--- src/rtl/ysyx_23060061_pkg.sv ---
// Shared types and constants for the IFU/LSU memory arbiter.
package ysyx_23060061_pkg;

  // Arbiter FSM states
  typedef enum logic [1:0] {
    IDLE  = 2'd0,
    ISSUE = 2'd1,
    RESP  = 2'd2
  } arb_state_e;

  // Master IDs, used for both the grant owner and the round-robin history
  localparam logic MST_IFU = 1'b0;
  localparam logic MST_LSU = 1'b1;

endpackage

--- src/rtl/ysyx_23060061_arb_pick.sv ---
// Combinational 2-way winner select between IFU and LSU.
// YSYX_23060061_ARB_RR_EN defined: round-robin on conflict (grant the master not in last).
// Undefined: fixed priority, LSU wins every conflict.
module ysyx_23060061_arb_pick
  import ysyx_23060061_pkg::*;
(
  input  logic i_ifu_valid,
  input  logic i_lsu_valid,
  input  logic i_last,
  output logic o_gnt_valid,
  output logic o_gnt_id
);

`ifndef YSYX_23060061_ARB_RR_EN
  // History only matters for round-robin
  logic w_unused_last;
  assign w_unused_last = i_last;
`endif

  // Pick a single winner; a lone requester always wins
  always_comb begin
    o_gnt_valid = i_ifu_valid | i_lsu_valid;
    o_gnt_id    = MST_IFU;
    if (i_ifu_valid && i_lsu_valid) begin
`ifdef YSYX_23060061_ARB_RR_EN
      o_gnt_id = ~i_last;
`else
      o_gnt_id = MST_LSU;
`endif
    end else if (i_lsu_valid) begin
      o_gnt_id = MST_LSU;
    end
  end

endmodule

--- src/rtl/ysyx_23060061_mem_arbiter.sv ---
// Two-master (IFU, LSU) to one-slave memory arbiter, one outstanding transaction.
// Winner rule selected by YSYX_23060061_ARB_RR_EN (see ysyx_23060061_arb_pick).
module ysyx_23060061_mem_arbiter
  import ysyx_23060061_pkg::*;
#(
  parameter int unsigned ADDR_W = 32,
  parameter int unsigned DATA_W = 32
) (
  input  logic                  clk,
  input  logic                  rst,
  // IFU
  input  logic                  ifu_valid,
  output logic                  ifu_ready,
  input  logic [ADDR_W-1:0]     ifu_addr,
  output logic                  ifu_rvalid,
  input  logic                  ifu_rready,
  output logic [DATA_W-1:0]     ifu_rdata,
  // LSU
  input  logic                  lsu_valid,
  output logic                  lsu_ready,
  input  logic                  lsu_wen,
  input  logic [ADDR_W-1:0]     lsu_addr,
  input  logic [DATA_W-1:0]     lsu_wdata,
  input  logic [DATA_W/8-1:0]   lsu_wmask,
  output logic                  lsu_rvalid,
  input  logic                  lsu_rready,
  output logic [DATA_W-1:0]     lsu_rdata,
  // Memory slave
  output logic                  mem_valid,
  input  logic                  mem_ready,
  output logic                  mem_wen,
  output logic [ADDR_W-1:0]     mem_addr,
  output logic [DATA_W-1:0]     mem_wdata,
  output logic [DATA_W/8-1:0]   mem_wmask,
  input  logic                  mem_rvalid,
  output logic                  mem_rready,
  input  logic [DATA_W-1:0]     mem_rdata,
  output logic                  busy
);

  arb_state_e          r_state;
  logic                r_gnt;
  logic                r_last;
  logic                r_wen;
  logic [ADDR_W-1:0]   r_addr;
  logic [DATA_W-1:0]   r_wdata;
  logic [DATA_W/8-1:0] r_wmask;

  logic w_pick_valid;
  logic w_pick_id;
  logic w_accept;
  logic w_own_rready;
  logic w_resp_ifu;
  logic w_resp_lsu;

  ysyx_23060061_arb_pick u_pick (
    .i_ifu_valid (ifu_valid),
    .i_lsu_valid (lsu_valid),
    .i_last      (r_last),
    .o_gnt_valid (w_pick_valid),
    .o_gnt_id    (w_pick_id)
  );

  // Only the winner sees ready, and only while idle
  assign w_accept  = (r_state == IDLE) && w_pick_valid;
  assign ifu_ready = w_accept && (w_pick_id == MST_IFU);
  assign lsu_ready = w_accept && (w_pick_id == MST_LSU);

  assign mem_valid = (r_state == ISSUE);
  assign mem_wen   = r_wen;
  assign mem_addr  = r_addr;
  assign mem_wdata = r_wdata;
  assign mem_wmask = r_wmask;
  assign busy      = (r_state != IDLE);

  // Response path is a pass-through to the owner; the other master sees nothing
  assign w_resp_ifu   = (r_state == RESP) && (r_gnt == MST_IFU);
  assign w_resp_lsu   = (r_state == RESP) && (r_gnt == MST_LSU);
  assign w_own_rready = (r_gnt == MST_LSU) ? lsu_rready : ifu_rready;
  assign mem_rready   = (r_state == RESP) && w_own_rready;
  assign ifu_rvalid   = w_resp_ifu && mem_rvalid;
  assign lsu_rvalid   = w_resp_lsu && mem_rvalid;
  assign ifu_rdata    = w_resp_ifu ? mem_rdata : '0;
  assign lsu_rdata    = w_resp_lsu ? mem_rdata : '0;

  // Request FSM: accept in IDLE, hold the latched request in ISSUE, route response in RESP
  always_ff @(posedge clk or negedge rst) begin
    if (!rst) begin
      r_state <= IDLE;
      r_gnt   <= MST_IFU;
      r_last  <= MST_IFU;
      r_wen   <= 1'b0;
      r_addr  <= '0;
      r_wdata <= '0;
      r_wmask <= '0;
    end else begin
      case (r_state)
        IDLE: begin
          if (w_accept) begin
            r_gnt   <= w_pick_id;
            r_last  <= w_pick_id;
            r_state <= ISSUE;
            if (w_pick_id == MST_LSU) begin
              r_wen   <= lsu_wen;
              r_addr  <= lsu_addr;
              r_wdata <= lsu_wdata;
              r_wmask <= lsu_wmask;
            end else begin
              // Fetches are always plain reads
              r_wen   <= 1'b0;
              r_addr  <= ifu_addr;
              r_wdata <= '0;
              r_wmask <= '0;
            end
          end
        end
        ISSUE: begin
          if (mem_ready) r_state <= RESP;
        end
        RESP: begin
          if (mem_rvalid && w_own_rready) r_state <= IDLE;
        end
        default: r_state <= IDLE;
      endcase
    end
  end

endmodule

--- config.mk ---
export PLATFORM = sky130hd
export DESIGN_NAME = ysyx_23060061_mem_arbiter
export DESIGN_NICKNAME = d
export VERILOG_FILES = /design/src/rtl/ysyx_23060061_pkg.sv /design/src/rtl/ysyx_23060061_arb_pick.sv /design/src/rtl/ysyx_23060061_mem_arbiter.sv
export SDC_FILE = /design/constraint.sdc
export NUM_CORES = 1
export LEC_CHECK = 0
export CAP_MARGIN = 5
export CORE_AREA = 2 2 110 112
export CTS_CLUSTER_DIAMETER = 60
export DETAILED_ROUTE_END_ITERATION = 6
export DIE_AREA = 0 0 112 114
export PLACE_DENSITY = 0.77
export SYNTH_ARGS = -nofsm -noshare
export SYNTH_HDL_FRONTEND = slang
export SYNTH_HIERARCHICAL = 1
export SYNTH_SLANG_ARGS = --single-unit
--- constraint.sdc ---
create_clock -name clk -period 3.36 [get_ports clk]
set_clock_uncertainty 0.1 [all_clocks]
set_input_delay 1.008 -clock clk [delete_from_list [all_inputs] [get_ports clk]]
set_output_delay 1.008 -clock clk [all_outputs]
set_load 0.03 [all_outputs]
==> metrics.md, run 1 <==
| Metric | Value |
|---|---|
| Num rows | `40` |
| R2R cell count | `5` |
| Post-CTS Resized | `4` |
| Clk sinks | `72` |
| RD Place Congestion | `0.752` |
| Num CTS Buffers | `9` |
| RSZ-0062 raised after global routing | `false` |
| Initial antenna violation count | `0` |
| Crit path cell chain | `dlygate4sd2_1, or2_1, or3b_4, nor2_1, buf_4` |
| Least-Margin Pin Slew | `0.902 ns` |
| Largest net degree at the start of global routing | `73` |
| Leakage power | `0.00304 uW` |
| Top cells by area, synth | `dfrtp_1 (50%), and2_1 (11%), nand2_1 (11%)` |
| Hold wc startpoint | `mem_addr[2]` |
| Nets | `804` |
| Final instance area | `6600 um^2` |
| CP Class | `in2out` |
| Unique masters post-synth | `18` |
| Total power | `5670 uW` |
| Port Buffers | `280` |
| Starting Density | `30.8%` |
| GRT overflow | `0` |
| Routed vias/inst | `4.42` |
| First-pass DRT Iterations | `4` |
| WL/cell | `14.3 um` |
| Starting DRT DRC Count | `160` |
| Slew headroom | `39.8%` |
| CTS tree | `built` |
| Share of layout cells above drive strength 1 | `15.9%` |
| RR Endpoint | `mem_wdata[9]` |
| Slew Viols, Final | `0` |
| Total number of vias | `3599` |
| CTS root buf | `clkbuf_16` |
| Post-synth top cells | `nand2_1 (107), dfrtp_1 (72), and2_1 (66)` |
| Cells after Synth | `395` |
| Hold Path End | `mem_addr[2]` |
| Yosys warns | `6` |
| Seq/Total Area, Yosys | `50.0%` |
| Core Area | `11700 um^2` |
| Outcome | `completed` |
| Synth Register Bits | `72` |
| Post-Route WL | `11700 um` |
| Syn nets | `536` |
| Final non-filler cell total | `815` |
| Clk pin slew, worst setup/hold paths | `0.05 ns` |
| Number of synthesized flops with an enable pin | `0` |
| Final period utilization | `92.5%` |
| GRT Total Usage | `17.8%` |
| Max clock buf depth | `2` |
| Max incr delay on CP | `0.40 ns` |
| DR DRC count | `0` |
| First-pass GRT wire length | `18200 um` |
| Worst slack, placed | `-0.0634 ns` |
| Syn_area_per_cell | `9.12 um^2` |
| Hold Path Depth | `2` |
| Area after DPL | `6300 um^2` |
| Max-cap viol count | `0` |
| CTS HTree Levels | `3` |
| WP data required | `2.25 ns` |
| Synth top area share | `50.0%` |
| Layout Area Growth over Synthesis | `83.1%` |
| PwrDens | `860 nW/um^2` |
| # placed instances | `799` |
| VDD IR-drop max | `0.913 mV` |
| Hold Fails Final Rpt | `0` |
| Post-CTS Hold Buffers | `0` |
| Post-CTS Setup Bufs | `0` |
| Cell type with the highest aggregate area in the netlist | `dfrtp_1` |
| Crit-path max FO | `3` |
| Die H | `114 um` |
| Worst path slowest cell | `or3b_4` |
| Synth Flop Type | `dfrtp_1` |
| ANT nets after route | `0` |
| Die ar. | `12800 um^2` |
| Worst R2R Start | `r_state[0]` |
| Num ports | `281` |
| Antenna cells | `0` |
| Cell with the most instances after synthesis | `nand2_1` |
| CP endpoint kind | `output port` |
| Number of global-route vias before repair | `3709` |
| Clk_lat worst skew | `0.32 ns` |
| Reg2reg setup slack | `1.54 ns` |
| Count of final setup violators | `0` |
| Post-Syn Area | `3600 um^2` |
| Critical path arrival | `2.00 ns` |
| Final HPWL DP | `8960 um` |
| Die width | `112 um` |
| Ys async rst share | `100%` |
| Setup ws final | `0.252 ns` |
| Hold WC Path Type | `reg2reg` |
| Minimum clock period | `3.11 ns` |
| Startpoint Class | `input pin` |
| Fmax achieved | `322 MHz` |
-- cells in the final DEF (no fill, tap or decap) --
| master | instances |
|---|---|
| a21o_1 | 1 |
| and2_1 | 66 |
| buf_12 | 1 |
| buf_4 | 77 |
| buf_6 | 1 |
| bufinv_16 | 1 |
| clkbuf_1 | 1 |
| clkbuf_16 | 9 |
| clkdlybuf4s50_1 | 208 |
| clkinv_2 | 3 |
| clkinvlp_4 | 2 |
| dfrtp_1 | 72 |
| dlygate4sd2_1 | 1 |
| inv_1 | 3 |
| mux2i_1 | 33 |
| nand2_1 | 107 |
| nand2b_1 | 2 |
| nor2_1 | 4 |
| nor2_4 | 1 |
| nor2b_1 | 1 |
| o21ai_0 | 2 |
| o21ai_1 | 60 |
| o21ai_2 | 9 |
| or2_1 | 1 |
| or2_2 | 1 |
| or3b_4 | 1 |
-- kinds of logic (layout without fill, tap and decap cells) --
family	Yosys count	count (layout)	synth area share, %
AO/OA/AOI/OAI	72	72	11.0
buffers and inverters	34	307	5.56
flip-flops	72	72	50.0
multiplexers	33	33	9.17
AND/OR/NAND/NOR	184	184	24.2
-- metal layers --
layer	vias up	global-route usage [%]	share of wire (%)	wire (um)
met2	154	33.5	52	6070
met1	1625	19.8	39	4590
li1	1805	-	-	-
met4	0	6.99	1.8	212
met3	15	3.61	7.0	813
met5	-	0	0	0
-- power by group --
part | internal [uW] | total (uW) | leakage [uW] | switching (uW)
clock | 570 | 924 | 0.000138 | 353
combinational | 1310 | 3230 | 0.00199 | 1920
sequential | 1290 | 1520 | 0.000914 | 225
total | 3180 | 5670 | 0.00304 | 2500
-- flip-flops by register name, summed over array words and instances (netlist names) --
register and cells:
r_state 2, mem_wmask 4, mem_addr 32, r_last 1, mem_wen 1, mem_wdata 32
-- worst max-delay path by stage --
| stage | to | startpoint | slack, ns |
|---|---|---|---|
| final | ifu_ready | ifu_valid | 0.25 |
| after floorplan | ifu_ready | lsu_valid | 0.02 |
| after CTS | ifu_ready | ifu_valid | 0.23 |
| after detailed placement | lsu_ready | ifu_valid | -0.06 |
| after global placement | lsu_ready | ifu_valid | -0.06 |
| after global routing | ifu_ready | ifu_valid | 0.20 |
-- area by class of cell --
cell class                 count  area, um^2
fill                        1070        5110
clock buffer                  10         229
timing repair buffer         288        2700
sequential                    72        1800
inverter                       3        11.3
multi-input combinational    289        1610
clock inverter                 6        60.1
tap                          147         184
-- critical path: cells and delay by family --
kind | cells | cell delay (ns)
buf+inv | 2 | 0.40
simple gates | 3 | 0.60
-- metrics by stage --
stage	TNS [ns]	utilization, %	hold WS, ns
2_1_floorplan	0	-	0.416
3_5_place_dp	-0.0634	53.8	0.367
6_report	0	56.3	0.377
5_1_grt	0	56.3	0.407
4_1_cts	0	56.3	0.380
3_3_place_gp	-0.0729	53.8	0.363
Power figures use the tool's default switching activity.
==> run 2: changes to the inputs <==
CTS_CLUSTER_DIAMETER = 100   (was 60)
==> results of run 2 <==
Same layout as run 1: the final DEF is identical, and so are final timing and power.
==> run 3: changes to the inputs <==
CORE_AREA = 2 2 108 110   (was 2 2 110 112)
DIE_AREA = 0 0 110 112   (was 0 0 112 114)
PLACE_DENSITY = 0.81   (was 0.77)
SYNTH_HIERARCHICAL = unset   (was 1)
==> run 3 against run 2 <==
Combinational power about the same. Clock power up 8%. Cell count down 12%. Count of clock-buffer cells in the layout up 1. Die area down 3.5%. Critical path depth unchanged. Via count down 0.69%. Design area down 2.1%. Fmax down 3.3%. Global-route usage up 2.8 points. Register-to-register slack worse by 0.14 ns.
==> metrics.md, run 3 <==
| Metric | Value |
|---|---|
| Outcome | `completed` |
| DR DRC count | `0` |
| Pint | `3290 uW` |
| R2R cell count | `4` |
| Max-cap viol count | `0` |
| Routed vias/inst | `4.99` |
| GRT overflow | `0` |
| Number of synthesized flops with an enable pin | `0` |
| Minimum clock period | `3.22 ns` |
| Synth Flop Type | `dfrtp_1` |
| RSZ-0062 raised after global routing | `false` |
| Final period utilization | `95.7%` |
| RR Endpoint | `mem_addr[6]` |
| ANT nets after route | `0` |
| Num CTS Buffers | `9` |
| Layout Area Growth over Synthesis | `88.7%` |
| Yosys warns | `0` |
| Syn nets | `443` |
| Setup ws final | `0.145 ns` |
| Post-CTS Hold Buffers | `0` |
| Core Area | `11200 um^2` |
| Startpoint Class | `input pin` |
| Critical path arrival | `2.11 ns` |
| Area after DPL | `6140 um^2` |
| Syn_area_per_cell | `11.3 um^2` |
| GRT Total Usage | `20.6%` |
| PwrDens | `881 nW/um^2` |
| Total number of vias | `3574` |
| Cells after Synth | `302` |
| VDD IR-drop max | `0.438 mV` |
| Least-Margin Pin Slew | `0.887 ns` |
| Ys async rst share | `100%` |
| Switch Pwr | `2400 uW` |
| Synth top area share | `52.6%` |
| CP Class | `in2out` |
| Switching Share | `42.2%` |
| Num ports | `281` |
| Commonest non-fill, non-tap cell in the layout | `clkdlybuf4s50_1` |
| Slew headroom | `40.9%` |
| Clk_lat worst skew | `0.32 ns` |
| Worst slack, placed | `0.139 ns` |
| WL/cell | `18.2 um` |
| Post-Syn Area | `3420 um^2` |
| Final HPWL DP | `9510 um` |
| Cell with the most instances after synthesis | `dfrtp_1` |
| Die H | `112 um` |
| First-pass DRT Iterations | `4` |
| # fillers | `971` |
| Initial antenna violation count | `0` |
| Post-CTS Setup Bufs | `0` |
| CTS root buf | `clkbuf_16` |
| Port Buffers | `280` |
| WP data required | `2.25 ns` |
| Top cells by area, synth | `dfrtp_1 (53%), and2_1 (12%), a22o_1 (9.5%)` |
| Seq/Total Area, Yosys | `52.6%` |
| Starting DRT DRC Count | `234` |
| Hold Path Depth | `1` |
| Worst R2R Start | `r_state[0]` |
| Largest net degree at the start of global routing | `73` |
| TNS Setup | `0 ns` |
| Commonest non-fill, non-tap cells in the layout | `clkdlybuf4s50_1 (210), buf_4 (75), dfrtp_1 (72), and2_1 (66), a22o_1 (37)` |
| Hold_ws | `0.405 ns` |
| # placed instances | `700` |
| Share of layout cells above drive strength 1 | `16.2%` |
| Clk sinks | `72` |
| Nets | `709` |
| Num rows | `39` |
| Combinational fraction of design power | `56.3%` |
| Cell type with the highest aggregate area in the netlist | `dfrtp_1` |
| Post-Route WL | `13000 um` |
| Unique masters post-synth | `18` |
| CTS tree | `built` |
| Reg2reg setup slack | `1.40 ns` |
| First-pass GRT wire length | `19400 um` |
| Post-CTS Resized | `0` |
| Hold Path End | `mem_wdata[4]` |
| RD Place Congestion | `0.807` |
| Hold WC Path Type | `reg2reg` |
| Leakage power | `0.00287 uW` |
| Hold wc startpoint | `mem_wdata[4]` |
| CP endpoint kind | `output port` |
| Die ar. | `12300 um^2` |
| Final non-filler cell total | `716` |
| Max clock buf depth | `2` |
| Hold Fails Final Rpt | `0` |
| Post-synth top cells | `dfrtp_1 (72), and2_1 (66), a22o_1 (37)` |
| CTS HTree Levels | `3` |
| Clock Power Share | `17.6%` |
| Starting Density | `30.6%` |
| Die width | `110 um` |
| Sequential fraction of design power | `26.0%` |
| Crit-path max FO | `3` |
| Synth Register Bits | `72` |
| Antenna cells | `0` |
| Number of global-route vias before repair | `3718` |
| Final instance area | `6460 um^2` |
| Fmax achieved | `311 MHz` |
| Count of final setup violators | `0` |
| Slew Viols, Final | `0` |
| Clk pin slew, worst setup/hold paths | `0.05 ns` |
-- run 3: worst max-delay path by stage --
stage / from / to / slack (ns)
CTS: lsu_valid / ifu_ready / 0.12
global placement: lsu_valid / ifu_ready / 0.17
finish: lsu_valid / ifu_ready / 0.14
detailed placement: lsu_valid / ifu_ready / 0.14
floorplan: lsu_valid / ifu_ready / 0.13
global route: lsu_valid / ifu_ready / 0.07
-- run 3: power groups by stage --
stage	registers [uW]	clock network [uW]	logic, uW
2_1_floorplan	2200	0	1160
6_report	1480	1000	3210
5_1_grt	1530	1070	3370
3_3_place_gp	1470	0	3180
4_1_cts	1480	1020	3230
3_5_place_dp	1490	0	3210
-- run 3: final cells by class --
| type | count | area, um^2 | area share, % |
|---|---|---|---|
| Timing Repair Buffer | 287 | 2710 | 41.9 |
| Tap cell | 143 | 179 | 2.77 |
| Sequential cell | 72 | 1800 | 27.9 |
| Clock buffer | 11 | 233 | 3.60 |
| Inverter | 16 | 60.1 | 0.930 |
| Clock inverter | 5 | 81.3 | 1.26 |
| Multi-Input combinational cell | 182 | 1400 | 21.7 |
-- run 3: metrics by stage --
| step | util (%) | total power [uW] |
|---|---|---|
| 2_1_floorplan | - | 3370 |
| 3_3_place_gp | 55.0 | 4650 |
| 3_5_place_dp | 55.0 | 4710 |
| 4_1_cts | 57.8 | 5730 |
| 5_1_grt | 57.8 | 5970 |
| 6_report | 57.8 | 5690 |
-- run 3: kinds of logic after synthesis --
| group | Yosys count | synth area share [%] |
|---|---|---|
| buf+inv | 48 | 6.76 |
| simple gates | 108 | 20.8 |
| compound gates | 73 | 19.6 |
| flops | 72 | 52.6 |
| mux | 1 | 0.292 |
-- run 3: worst max-delay path, stage by stage --
cell and delay, ns:
clkdlybuf4s50_1 0.51, inv_1 0.10, a21o_2 0.20, nor2_1 0.10, buf_4 0.18
-- run 3: routing by layer --
layer	track usage (%)	share of wire, %	vias up	wire [um]
met1	23.2	38	1732	4930
met2	36.1	51	180	6700
met3	5.33	8.4	23	1090
met5	0	0	-	0
li1	-	-	1639	-
met4	8.95	2.4	0	310
